--- config.mk ---
export PLATFORM = sky130hd
export DESIGN_NAME = pop_cycle_monitor
export DESIGN_NICKNAME = d
export VERILOG_FILES = /design/src/rtl/pop_pkg.sv /design/src/rtl/pop_edge_sync.sv /design/src/rtl/pop_cycle_monitor.sv
export SDC_FILE = /design/constraint.sdc
export NUM_CORES = 1
export LEC_CHECK = 0
export CAP_MARGIN = 25
export CORE_UTILIZATION = 55
export DETAILED_ROUTE_END_ITERATION = 10
export PLACE_DENSITY = 0.83
export SYNTH_ARGS = -nofsm -noshare
export SYNTH_HDL_FRONTEND = slang
export SYNTH_HIERARCHICAL = 1
export SYNTH_SLANG_ARGS = --single-unit
--- constraint.sdc ---
create_clock -name clk_2m5_i -period 12 [get_ports clk_2m5_i]
set_input_delay 1.8 -clock clk_2m5_i [delete_from_list [all_inputs] [get_ports clk_2m5_i]]
set_output_delay 1.8 -clock clk_2m5_i [all_outputs]
set_load 0.01 [all_outputs]
--- src/rtl/pop_pkg.sv ---
// Shared definitions for the POP cycle monitor: FSM states, error codes, default width.
package pop_pkg;

    localparam int unsigned PopW = 16;

    typedef enum logic [3:0] {
        StIdle,
        StPump,
        StWaitMw1,
        StMw1,
        StFreePrec,
        StMw2,
        StWaitProbe,
        StProbe,
        StReport
    } pop_state_e;

    localparam logic [1:0] ERR_NONE    = 2'd0;
    localparam logic [1:0] ERR_TIMEOUT = 2'd1;
    localparam logic [1:0] ERR_OVERLAP = 2'd2;
    localparam logic [1:0] ERR_RESTART = 2'd3;

    // True while a POP cycle is being tracked and protocol checks apply.
    function automatic logic in_cycle(input pop_state_e s);
        return (s != StIdle) && (s != StReport);
    endfunction

endpackage

--- src/rtl/pop_edge_sync.sv ---
// Single-bit input register with rise/fall detection on the registered value.
module pop_edge_sync (
    input  logic clk_i,
    input  logic rst_i,
    input  logic d_i,
    output logic q_o,
    output logic rise_o,
    output logic fall_o
);

    logic q_q;
    logic prev_q;

    // Capture the input, then keep one cycle of history for edge detection.
    always_ff @(posedge clk_i or posedge rst_i) begin
        if (rst_i) begin
            q_q    <= 1'b0;
            prev_q <= 1'b0;
        end else begin
            q_q    <= d_i;
            prev_q <= q_q;
        end
    end

    assign q_o    = q_q;
    assign rise_o = q_q & ~prev_q;
    assign fall_o = ~q_q & prev_q;

endmodule

--- src/rtl/pop_cycle_monitor.sv ---
// Passive POP cycle monitor: decodes pump/MW/probe/sample into phase widths and
// flags protocol errors. Optional macro POP_MON_PERIOD_EN enables the
// pump-to-pump period measurement; otherwise cycle_period_o is tied to zero.
module pop_cycle_monitor
    import pop_pkg::*;
#(
    parameter int unsigned W = PopW
) (
    input  logic         clk_2m5_i,
    input  logic         reset_i,
    input  logic         pump_i,
    input  logic         probe_i,
    input  logic         mw_i,
    input  logic         sample_i,
    output logic         meas_valid_o,
    output logic [W-1:0] pump_width_o,
    output logic [W-1:0] mw1_width_o,
    output logic [W-1:0] freeprec_width_o,
    output logic [W-1:0] mw2_width_o,
    output logic [W-1:0] probe_width_o,
    output logic [W-1:0] sample_width_o,
    output logic [W-1:0] cycle_period_o,
    output logic         err_valid_o,
    output logic [1:0]   err_code_o,
    output logic [15:0]  cycle_count_o
);

    localparam logic [W-1:0] CntMax = '1;
    localparam logic [W-1:0] CntOne = {{(W-1){1'b0}}, 1'b1};

    logic pump_q, pump_rise, pump_fall;
    logic probe_q, probe_rise, probe_fall;
    logic mw_q, mw_rise, mw_fall;
    logic sample_q, sample_rise, sample_fall;

    pop_edge_sync u_pump (
        .clk_i (clk_2m5_i), .rst_i (reset_i), .d_i (pump_i),
        .q_o   (pump_q), .rise_o (pump_rise), .fall_o (pump_fall)
    );
    pop_edge_sync u_probe (
        .clk_i (clk_2m5_i), .rst_i (reset_i), .d_i (probe_i),
        .q_o   (probe_q), .rise_o (probe_rise), .fall_o (probe_fall)
    );
    pop_edge_sync u_mw (
        .clk_i (clk_2m5_i), .rst_i (reset_i), .d_i (mw_i),
        .q_o   (mw_q), .rise_o (mw_rise), .fall_o (mw_fall)
    );
    pop_edge_sync u_sample (
        .clk_i (clk_2m5_i), .rst_i (reset_i), .d_i (sample_i),
        .q_o   (sample_q), .rise_o (sample_rise), .fall_o (sample_fall)
    );

    logic unused_edges;
    assign unused_edges = sample_rise ^ sample_fall;

    pop_state_e   state_q, state_d;
    logic [W-1:0] cnt_q, cnt_d, cnt_inc;
    logic [W-1:0] samp_q, samp_d;
    logic [W-1:0] pump_w_q, pump_w_d, mw1_w_q, mw1_w_d, free_w_q, free_w_d;
    logic [W-1:0] mw2_w_q, mw2_w_d, probe_w_q, probe_w_d;
    logic         err_pend_q, err_pend_d;
    logic [1:0]   err_pend_code_q, err_pend_code_d;
    logic         cyc_start, tmo, restart, overlap, report, err_any, cnt_sat;

    assign cnt_sat = (cnt_q == CntMax);
    assign cnt_inc = cnt_sat ? cnt_q : cnt_q + CntOne;
    assign report  = (state_q == StReport);
    assign restart = pump_rise & in_cycle(state_q);
    assign overlap = in_cycle(state_q) &
                     ((mw_q & (pump_q | probe_q)) |
                      (probe_q & ((state_q == StPump) || (state_q == StMw1) ||
                                  (state_q == StMw2))));
    assign err_any = err_pend_d;

    // Next-state, phase counters and error selection (RESTART > OVERLAP > TIMEOUT).
    always_comb begin
        state_d         = state_q;
        cnt_d           = cnt_q;
        samp_d          = samp_q;
        pump_w_d        = pump_w_q;
        mw1_w_d         = mw1_w_q;
        free_w_d        = free_w_q;
        mw2_w_d         = mw2_w_q;
        probe_w_d       = probe_w_q;
        err_pend_d      = 1'b0;
        err_pend_code_d = ERR_NONE;
        cyc_start       = 1'b0;
        tmo             = 1'b0;
        // A phase counter is loaded with 1 on entry: the cycle that showed the edge counts.
        case (state_q)
            StIdle: begin
                if (pump_rise) begin
                    state_d   = StPump;
                    cnt_d     = CntOne;
                    cyc_start = 1'b1;
                end
            end
            StPump: begin
                if (pump_fall) begin
                    state_d  = StWaitMw1;
                    pump_w_d = cnt_q;
                    cnt_d    = CntOne;
                end else begin
                    cnt_d = cnt_inc;
                    tmo   = cnt_sat;
                end
            end
            StWaitMw1: begin
                if (mw_rise) begin
                    state_d = StMw1;
                    cnt_d   = CntOne;
                end else begin
                    cnt_d = cnt_inc;
                    tmo   = cnt_sat;
                end
            end
            StMw1: begin
                if (mw_fall) begin
                    state_d = StFreePrec;
                    mw1_w_d = cnt_q;
                    cnt_d   = CntOne;
                end else begin
                    cnt_d = cnt_inc;
                    tmo   = cnt_sat;
                end
            end
            StFreePrec: begin
                if (mw_rise) begin
                    state_d  = StMw2;
                    free_w_d = cnt_q;
                    cnt_d    = CntOne;
                end else begin
                    cnt_d = cnt_inc;
                    tmo   = cnt_sat;
                end
            end
            StMw2: begin
                if (mw_fall) begin
                    state_d = StWaitProbe;
                    mw2_w_d = cnt_q;
                    cnt_d   = CntOne;
                end else begin
                    cnt_d = cnt_inc;
                    tmo   = cnt_sat;
                end
            end
            StWaitProbe: begin
                if (probe_rise) begin
                    state_d = StProbe;
                    cnt_d   = CntOne;
                    samp_d  = {{(W-1){1'b0}}, sample_q};
                end else begin
                    cnt_d = cnt_inc;
                    tmo   = cnt_sat;
                end
            end
            StProbe: begin
                if (probe_fall) begin
                    state_d   = StReport;
                    probe_w_d = cnt_q;
                end else begin
                    cnt_d  = cnt_inc;
                    samp_d = samp_q + {{(W-1){1'b0}}, sample_q};
                    tmo    = cnt_sat;
                end
            end
            StReport: begin
                if (pump_rise) begin
                    state_d   = StPump;
                    cnt_d     = CntOne;
                    cyc_start = 1'b1;
                end else begin
                    state_d = StIdle;
                end
            end
            default: state_d = StIdle;
        endcase

        if (restart) begin
            state_d         = StPump;
            cnt_d           = CntOne;
            cyc_start       = 1'b1;
            err_pend_d      = 1'b1;
            err_pend_code_d = ERR_RESTART;
        end else if (overlap) begin
            state_d         = StIdle;
            cnt_d           = '0;
            err_pend_d      = 1'b1;
            err_pend_code_d = ERR_OVERLAP;
        end else if (tmo) begin
            state_d         = StIdle;
            cnt_d           = '0;
            err_pend_d      = 1'b1;
            err_pend_code_d = ERR_TIMEOUT;
        end
    end

    // FSM state, working counters and per-phase width shadows.
    always_ff @(posedge clk_2m5_i or posedge reset_i) begin
        if (reset_i) begin
            state_q         <= StIdle;
            cnt_q           <= '0;
            samp_q          <= '0;
            pump_w_q        <= '0;
            mw1_w_q         <= '0;
            free_w_q        <= '0;
            mw2_w_q         <= '0;
            probe_w_q       <= '0;
            err_pend_q      <= 1'b0;
            err_pend_code_q <= ERR_NONE;
        end else begin
            state_q         <= state_d;
            cnt_q           <= cnt_d;
            samp_q          <= samp_d;
            pump_w_q        <= pump_w_d;
            mw1_w_q         <= mw1_w_d;
            free_w_q        <= free_w_d;
            mw2_w_q         <= mw2_w_d;
            probe_w_q       <= probe_w_d;
            err_pend_q      <= err_pend_d;
            err_pend_code_q <= err_pend_code_d;
        end
    end

    logic         meas_valid_q, err_valid_q;
    logic [1:0]   err_code_q;
    logic [15:0]  cycle_count_q;
    logic [W-1:0] pump_width_q, mw1_width_q, freeprec_width_q, mw2_width_q;
    logic [W-1:0] probe_width_q, sample_width_q;

    // Publish results in REPORT; errors leave results and the count untouched.
    always_ff @(posedge clk_2m5_i or posedge reset_i) begin
        if (reset_i) begin
            meas_valid_q     <= 1'b0;
            err_valid_q      <= 1'b0;
            err_code_q       <= ERR_NONE;
            cycle_count_q    <= '0;
            pump_width_q     <= '0;
            mw1_width_q      <= '0;
            freeprec_width_q <= '0;
            mw2_width_q      <= '0;
            probe_width_q    <= '0;
            sample_width_q   <= '0;
        end else begin
            meas_valid_q <= report;
            err_valid_q  <= err_pend_q;
            if (err_pend_q) begin
                err_code_q <= err_pend_code_q;
            end
            if (report) begin
                cycle_count_q    <= cycle_count_q + 16'd1;
                pump_width_q     <= pump_w_q;
                mw1_width_q      <= mw1_w_q;
                freeprec_width_q <= free_w_q;
                mw2_width_q      <= mw2_w_q;
                probe_width_q    <= probe_w_q;
                sample_width_q   <= samp_q;
            end
        end
    end

    assign meas_valid_o     = meas_valid_q;
    assign err_valid_o      = err_valid_q;
    assign err_code_o       = err_code_q;
    assign cycle_count_o    = cycle_count_q;
    assign pump_width_o     = pump_width_q;
    assign mw1_width_o      = mw1_width_q;
    assign freeprec_width_o = freeprec_width_q;
    assign mw2_width_o      = mw2_width_q;
    assign probe_width_o    = probe_width_q;
    assign sample_width_o   = sample_width_q;

`ifdef POP_MON_PERIOD_EN
    logic [W-1:0] per_cnt_q, per_shadow_q, cycle_period_q;
    logic         arm_q;

    // Period runs from each cycle start; the snapshot is valid only after a good REPORT.
    always_ff @(posedge clk_2m5_i or posedge reset_i) begin
        if (reset_i) begin
            per_cnt_q      <= '0;
            per_shadow_q   <= '0;
            cycle_period_q <= '0;
            arm_q          <= 1'b0;
        end else begin
            per_cnt_q <= (per_cnt_q == CntMax) ? per_cnt_q : per_cnt_q + CntOne;
            if (report) begin
                cycle_period_q <= per_shadow_q;
                arm_q          <= 1'b1;
            end
            if (err_any) begin
                arm_q <= 1'b0;
            end
            // A start in REPORT is back-to-back with the good cycle just finished.
            if (cyc_start) begin
                per_cnt_q    <= CntOne;
                per_shadow_q <= (arm_q | report) ? per_cnt_q : '0;
                arm_q        <= 1'b0;
            end
        end
    end

    assign cycle_period_o = cycle_period_q;
`else
    logic unused_period;
    assign unused_period  = cyc_start ^ err_any;
    assign cycle_period_o = '0;
`endif

endmodule
==> flow_metrics.py, run 1 <==
metrics = {
    "outcome": {
        "status": "completed",
    },
    "grt": {
        "grt_max_degree": 115,
        "antenna_found_initial": 0,
        "grt_overflow": 0,
        "first_global_vias": 6044,
        "grt_pass1_wl_microns": 31900,
        "grt_usage": 0.216,
    },
    "clocking": {
        "cts_sinks": 242,
        "cts-htree-levels": 1,
        "cts.repair.resized": 0,
        "cts_buffers": 25,
        "cts_hold_buffers": 0,
        "root_buffer": "clkbuf_16",
        "insertion_delay_ps": 530,
        "cts_tree": "done",
        "cts_buffer_depth": 3,
        "clk_pin_slew_worst_paths_ps": 70,
        "cts_setup_buffers": 0,
    },
    "place": {
        "routabilityCongestion": 0.843,
        "dp_slack_ps": 8040,
        "dp_cells": 1062,
        "hpwl_microns": 12300,
        "port_buffers": 121,
    },
    "floorplanning": {
        "core_area_sq_um": 18000,
        "rows": 49,
        "dieArea_sq_um": 19000,
        "num_io_pins": 138,
        "die_x_microns": 138,
        "die_y_microns": 138,
        "start_util": 0.562,
    },
    "routing": {
        "wl_per_cell_microns": 17.6,
        "vias_per_cell": 5.58,
        "dr.pass1.iters": 5,
        "drtIter0Drc": 336,
        "drc": 0,
        "wirelength_microns": 19400,
        "antenna_left": 0,
        "vias": 6167,
    },
    "sta": {
        "rsz0062_at_grt": "false",
        "setup_ws_ps": 8670,
        "min_period_ps": 3330,
        "slew_violations": 0,
        "finalCritPeriodShare": 0.277,
        "final.setup_skew_ps": 9.58,
        "max_freq_ghz": 0.300,
        "setup_viol": 0,
        "slew_headroom": 0.327,
        "tightest_slew_ps": 1000,
        "final-hold-violation-count": 0,
        "setup-tns-final_ps": 0,
    },
    "synthesis": {
        "yosys_warnings": 6,
        "syn_inst": 752,
        "avgSynthCellArea_sq_um": 13.5,
        "synthesis.area_sq_um": 10100,
    },
    "critical_path": {
        "worst_setup_path_start_kind": "flop",
        "reg2reg_depth": 6,
        "crit_required_ps": 10200,
        "worst-path-buf-inv": 1,
        "crit_family": "buffers and inverters",
        "cp_cell_sequence": "clkdlybuf4s50_1",
        "crit_fanout": 6,
        "crit_cells": 1,
        "path_class": "flop to output port",
        "critical_path.max_stage_delay_ps": 570,
        "crit_path_top_delay_cell": "clkdlybuf4s50_1",
        "cp-end-kind": "output port",
        "cp.arrival_ps": 1530,
    },
    "run": {
        "maxCapViolations": 0,
    },
    "finish": {
        "final_nets": 870,
        "seq_area_sq_um": 6060,
        "mostFrequentLayoutCell": "dfrtp_1",
        "final_cell_mix": "dfrtp_1 (242), mux2_2 (179), clkdlybuf4s50_1 (121)",
        "final-instance-count-excl-fill": 1105,
        "num-fill-cells": 1298,
        "final_layout_size_suffix_gt1_frac": 0.274,
        "synthToLayoutAreaGrowth_pct": 20.6,
        "utilization": 0.678,
        "n_antenna_cell": 0,
        "multi_input_area_sq_um": 3760,
    },
    "hold_path": {
        "hold_path.class": "flop to flop",
        "hold_depth": 0,
    },
    "power_and_ir_drop": {
        "leakage_nw": 5.85,
        "powerDensity_nw_per_um2": 155,
        "irDropWorstVdd_uv": 112,
    },
}
[stage by stage]
step | power (mW) | hold slack, ps | instance area (sq um)
after floorplan | 1.10 | 390 | 10200
after global placement | 1.15 | 408 | 11400
after detailed placement | 1.16 | 421 | 11400
after CTS | 1.92 | 431 | 12200
after global routing | 1.99 | 456 | 12200
final | 1.90 | 434 | 12200
[worst paths after layout]
kind	to	slack [ps]	startpoint
worst max-delay path	cycle_count_o[0]	8670	cycle_count_o[0]
min in group asynchronous	u_sample/q_o	1630	reset_i
max in group asynchronous	mw1_w_q[6]	8680	reset_i
worst max register to register	state_q[1]	8840	state_q[1]
worst min-delay path	u_pump/prev_q	430	u_pump/q_o
worst min register to register	u_pump/prev_q	430	u_pump/q_o
[flip-flops by register name, indices dropped and copies added, names as in the netlist, 4 cells and up]
register          count
probe_w_q            16
sample_width_o       16
pump_width_o         16
mw1_width_o          16
samp_q               16
mw2_w_q              16
state_q               4
cycle_count_o        16
mw1_w_q              16
cnt_q                16
pump_w_q             16
freeprec_width_o     16
mw2_width_o          16
probe_width_o        16
free_w_q             16
[power by group]
| group | switching (mW) | internal (mW) | total, mW |
|---|---|---|---|
| clock | 0.322 | 0.432 | 0.755 |
| combinational | 0.125 | 0.100 | 0.225 |
| sequential | 0.0617 | 0.859 | 0.920 |
[layer usage]
layer,routed length (microns),track usage
met1,8900,0.309
met5,0,0
met2,9100,0.336
met4,265,0.0580
met3,1180,0.0438
[layout make-up]
| cell class | instances | area share |
|---|---|---|
| clock inverter | 12 | 0.00993 |
| timing repair buffer | 126 | 0.103 |
| inverter | 12 | 0.00430 |
| clock buffer | 31 | 0.0563 |
| tap | 229 | 0.0234 |
| sequential | 242 | 0.495 |
| multi-input combinational | 453 | 0.308 |
(Power assumes the default switching activity.)
==> run 2, diff against run 1 <==
--- a/config.mk
+++ b/config.mk
@@ -6,9 +6,9 @@
 export NUM_CORES = 1
 export LEC_CHECK = 0
 export CAP_MARGIN = 25
-export CORE_UTILIZATION = 55
+export CORE_UTILIZATION = 50
 export DETAILED_ROUTE_END_ITERATION = 10
-export PLACE_DENSITY = 0.83
+export PLACE_DENSITY = 0.8
 export SYNTH_ARGS = -nofsm -noshare
 export SYNTH_HDL_FRONTEND = slang
 export SYNTH_HIERARCHICAL = 1
==> constraint.sdc (replaced) <==
create_clock -name clk_2m5_i -period 2.8 [get_ports clk_2m5_i]
set_input_delay 0.42 -clock clk_2m5_i [delete_from_list [all_inputs] [get_ports clk_2m5_i]]
set_output_delay 0.42 -clock clk_2m5_i [all_outputs]
set_load 0.01 [all_outputs]
==> run 2 against run 1 <==
  * Clock skew is 14 ps higher
  * First-iteration DRC count decreased by 13%
  * Routed wire length rose by 4.4%
  * Final cell count rose by 6.0%
  * Setup slack got worse by 8400 ps
  * Clock power increased to 4.8 times the previous value
  * Register-to-register slack got worse by 8500 ps
  * Non-clock buffer count rose by 25
  * Core utilization is 3.6 points lower
  * Hold slack got worse by 210 ps
  * Via count increased by 1.1%
==> flow_metrics.py, run 2 (synthesis results as in run 1) <==
metrics = {
    "finish": {
        "final-instance-count-excl-fill": 1171,
        "multi_input_area_sq_um": 3760,
        "synthToLayoutAreaGrowth_pct": 24.6,
        "num-fill-cells": 1488,
        "fin_area_sq_um": 12600,
        "final_layout_size_suffix_gt1_frac": 0.297,
        "final_nets": 896,
        "n_antenna_cell": 0,
        "final_cell_mix": "dfrtp_1 (242), mux2_2 (179), clkdlybuf4s50_1 (121)",
        "seq_area_sq_um": 6060,
        "mostFrequentLayoutCell": "dfrtp_1",
    },
    "critical_path": {
        "crit_required_ps": 3200,
        "path_class": "flop to flop",
        "cp.arrival_ps": 2910,
        "worst_setup_path_start_kind": "flop",
        "cp-end-kind": "flop",
        "crit_fanout": 16,
    },
    "grt": {
        "grt_overflow": 0,
        "grt_max_degree": 97,
        "grt_usage": 0.204,
        "grt_pass1_wl_microns": 33300,
        "first_global_vias": 6407,
        "antenna_found_initial": 0,
    },
    "clocking": {
        "cts_setup_buffers": 0,
        "cts_buffer_depth": 3,
        "root_buffer": "clkbuf_16",
        "cts-htree-levels": 1,
        "cts.repair.resized": 0,
        "cts_sinks": 242,
        "cts_tree": "done",
        "cts_hold_buffers": 0,
        "cts_buffers": 26,
        "clk_pin_slew_worst_paths_ps": 60,
        "insertion_delay_ps": 530,
    },
    "floorplanning": {
        "die_y_microns": 144,
        "core_area_sq_um": 19700,
        "die_x_microns": 144,
        "num_io_pins": 138,
        "start_util": 0.516,
        "dieArea_sq_um": 20800,
        "rows": 51,
    },
    "power_and_ir_drop": {
        "fin_total_pwr_mw": 8.68,
        "powerDensity_nw_per_um2": 687,
        "irDropWorstVdd_uv": 414,
        "leakage_nw": 6.06,
    },
    "run": {
        "maxCapViolations": 0,
    },
    "sta": {
        "finalCritPeriodShare": 0.893,
        "setup_viol": 0,
        "setup-tns-final_ps": 0,
        "max_freq_ghz": 0.400,
        "final-hold-violation-count": 0,
        "min_period_ps": 2500,
        "rsz0062_at_grt": "false",
        "final.setup_skew_ps": 23.8,
        "slew_headroom": 0.621,
        "slew_violations": 0,
        "tightest_slew_ps": 569,
    },
    "routing": {
        "antenna_left": 0,
        "dr.pass1.iters": 4,
        "wirelength_microns": 20300,
        "vias_per_cell": 5.32,
        "drc": 0,
        "drtIter0Drc": 291,
        "vias": 6235,
        "wl_per_cell_microns": 17.3,
    },
    "place": {
        "port_buffers": 121,
        "place_area_sq_um": 11700,
        "dp_cells": 1123,
        "hpwl_microns": 13100,
        "routabilityCongestion": 0.831,
    },
    "outcome": {
        "status": "completed",
    },
    "hold_path": {
        "hold_path.class": "input port to asynchronous set/reset pin",
    },
}
run 2: metrics by stage:
step | worst slack, ps | hold slack [ps] | utilization
2_1_floorplan | -698 | 149 | -
3_3_place_gp | 370 | 417 | 0.595
3_5_place_dp | 324 | 424 | 0.595
4_1_cts | 315 | 220 | 0.643
5_1_grt | 116 | 251 | 0.643
6_report | 298 | 221 | 0.643
run 2: power by group:
part	leakage [nW]	internal, mW	switching [mW]	total (mW)
Sequential	3.34	3.68	0.157	3.84
Combinational	2.27	0.524	0.664	1.19
Clock	0.455	2.27	1.38	3.65
run 2: layout make-up:
cell class | instances | area share
clock buffer | 36 | 0.0600
clock inverter | 12 | 0.0148
inverter | 12 | 0.00386
multi-input combinational | 453 | 0.298
sequential | 242 | 0.479
tap | 265 | 0.0263
timing repair buffer | 151 | 0.118
run 2: per-layer routing:
layer  vias to the layer above  share of wire  global-route usage
li1                       2869              -                   -
met1                      3183           0.46               0.285
met2                       159           0.48               0.335
met3                        24          0.049              0.0321
met4                         0          0.013              0.0449
met5                         -              0                   0
run 2: final timing paths:
check,cells after the start,startpoint,endpoint,slack (ps)
setup / recovery,8,state_q[1],state_q[1],300
hold / removal,2,reset_i,u_sample/q_o,220
setup reg to reg,8,state_q[1],state_q[1],300
hold reg to reg,0,u_probe/q_o,u_probe/prev_q,440
max in group asynchronous,3,reset_i,cnt_q[3],1700
min in group clk_2m5_i,1,pump_i,u_pump/q_o,350
run 2: critical path, cell delays in order (launching register included):
cell and delay, ps:
dfrtp_1 680, buf_4 250, nor4b_1 70, a41o_1 240, o311a_4 390, nor4_2 280
buf_4 220, o21ai_1 70, a22o_1 190
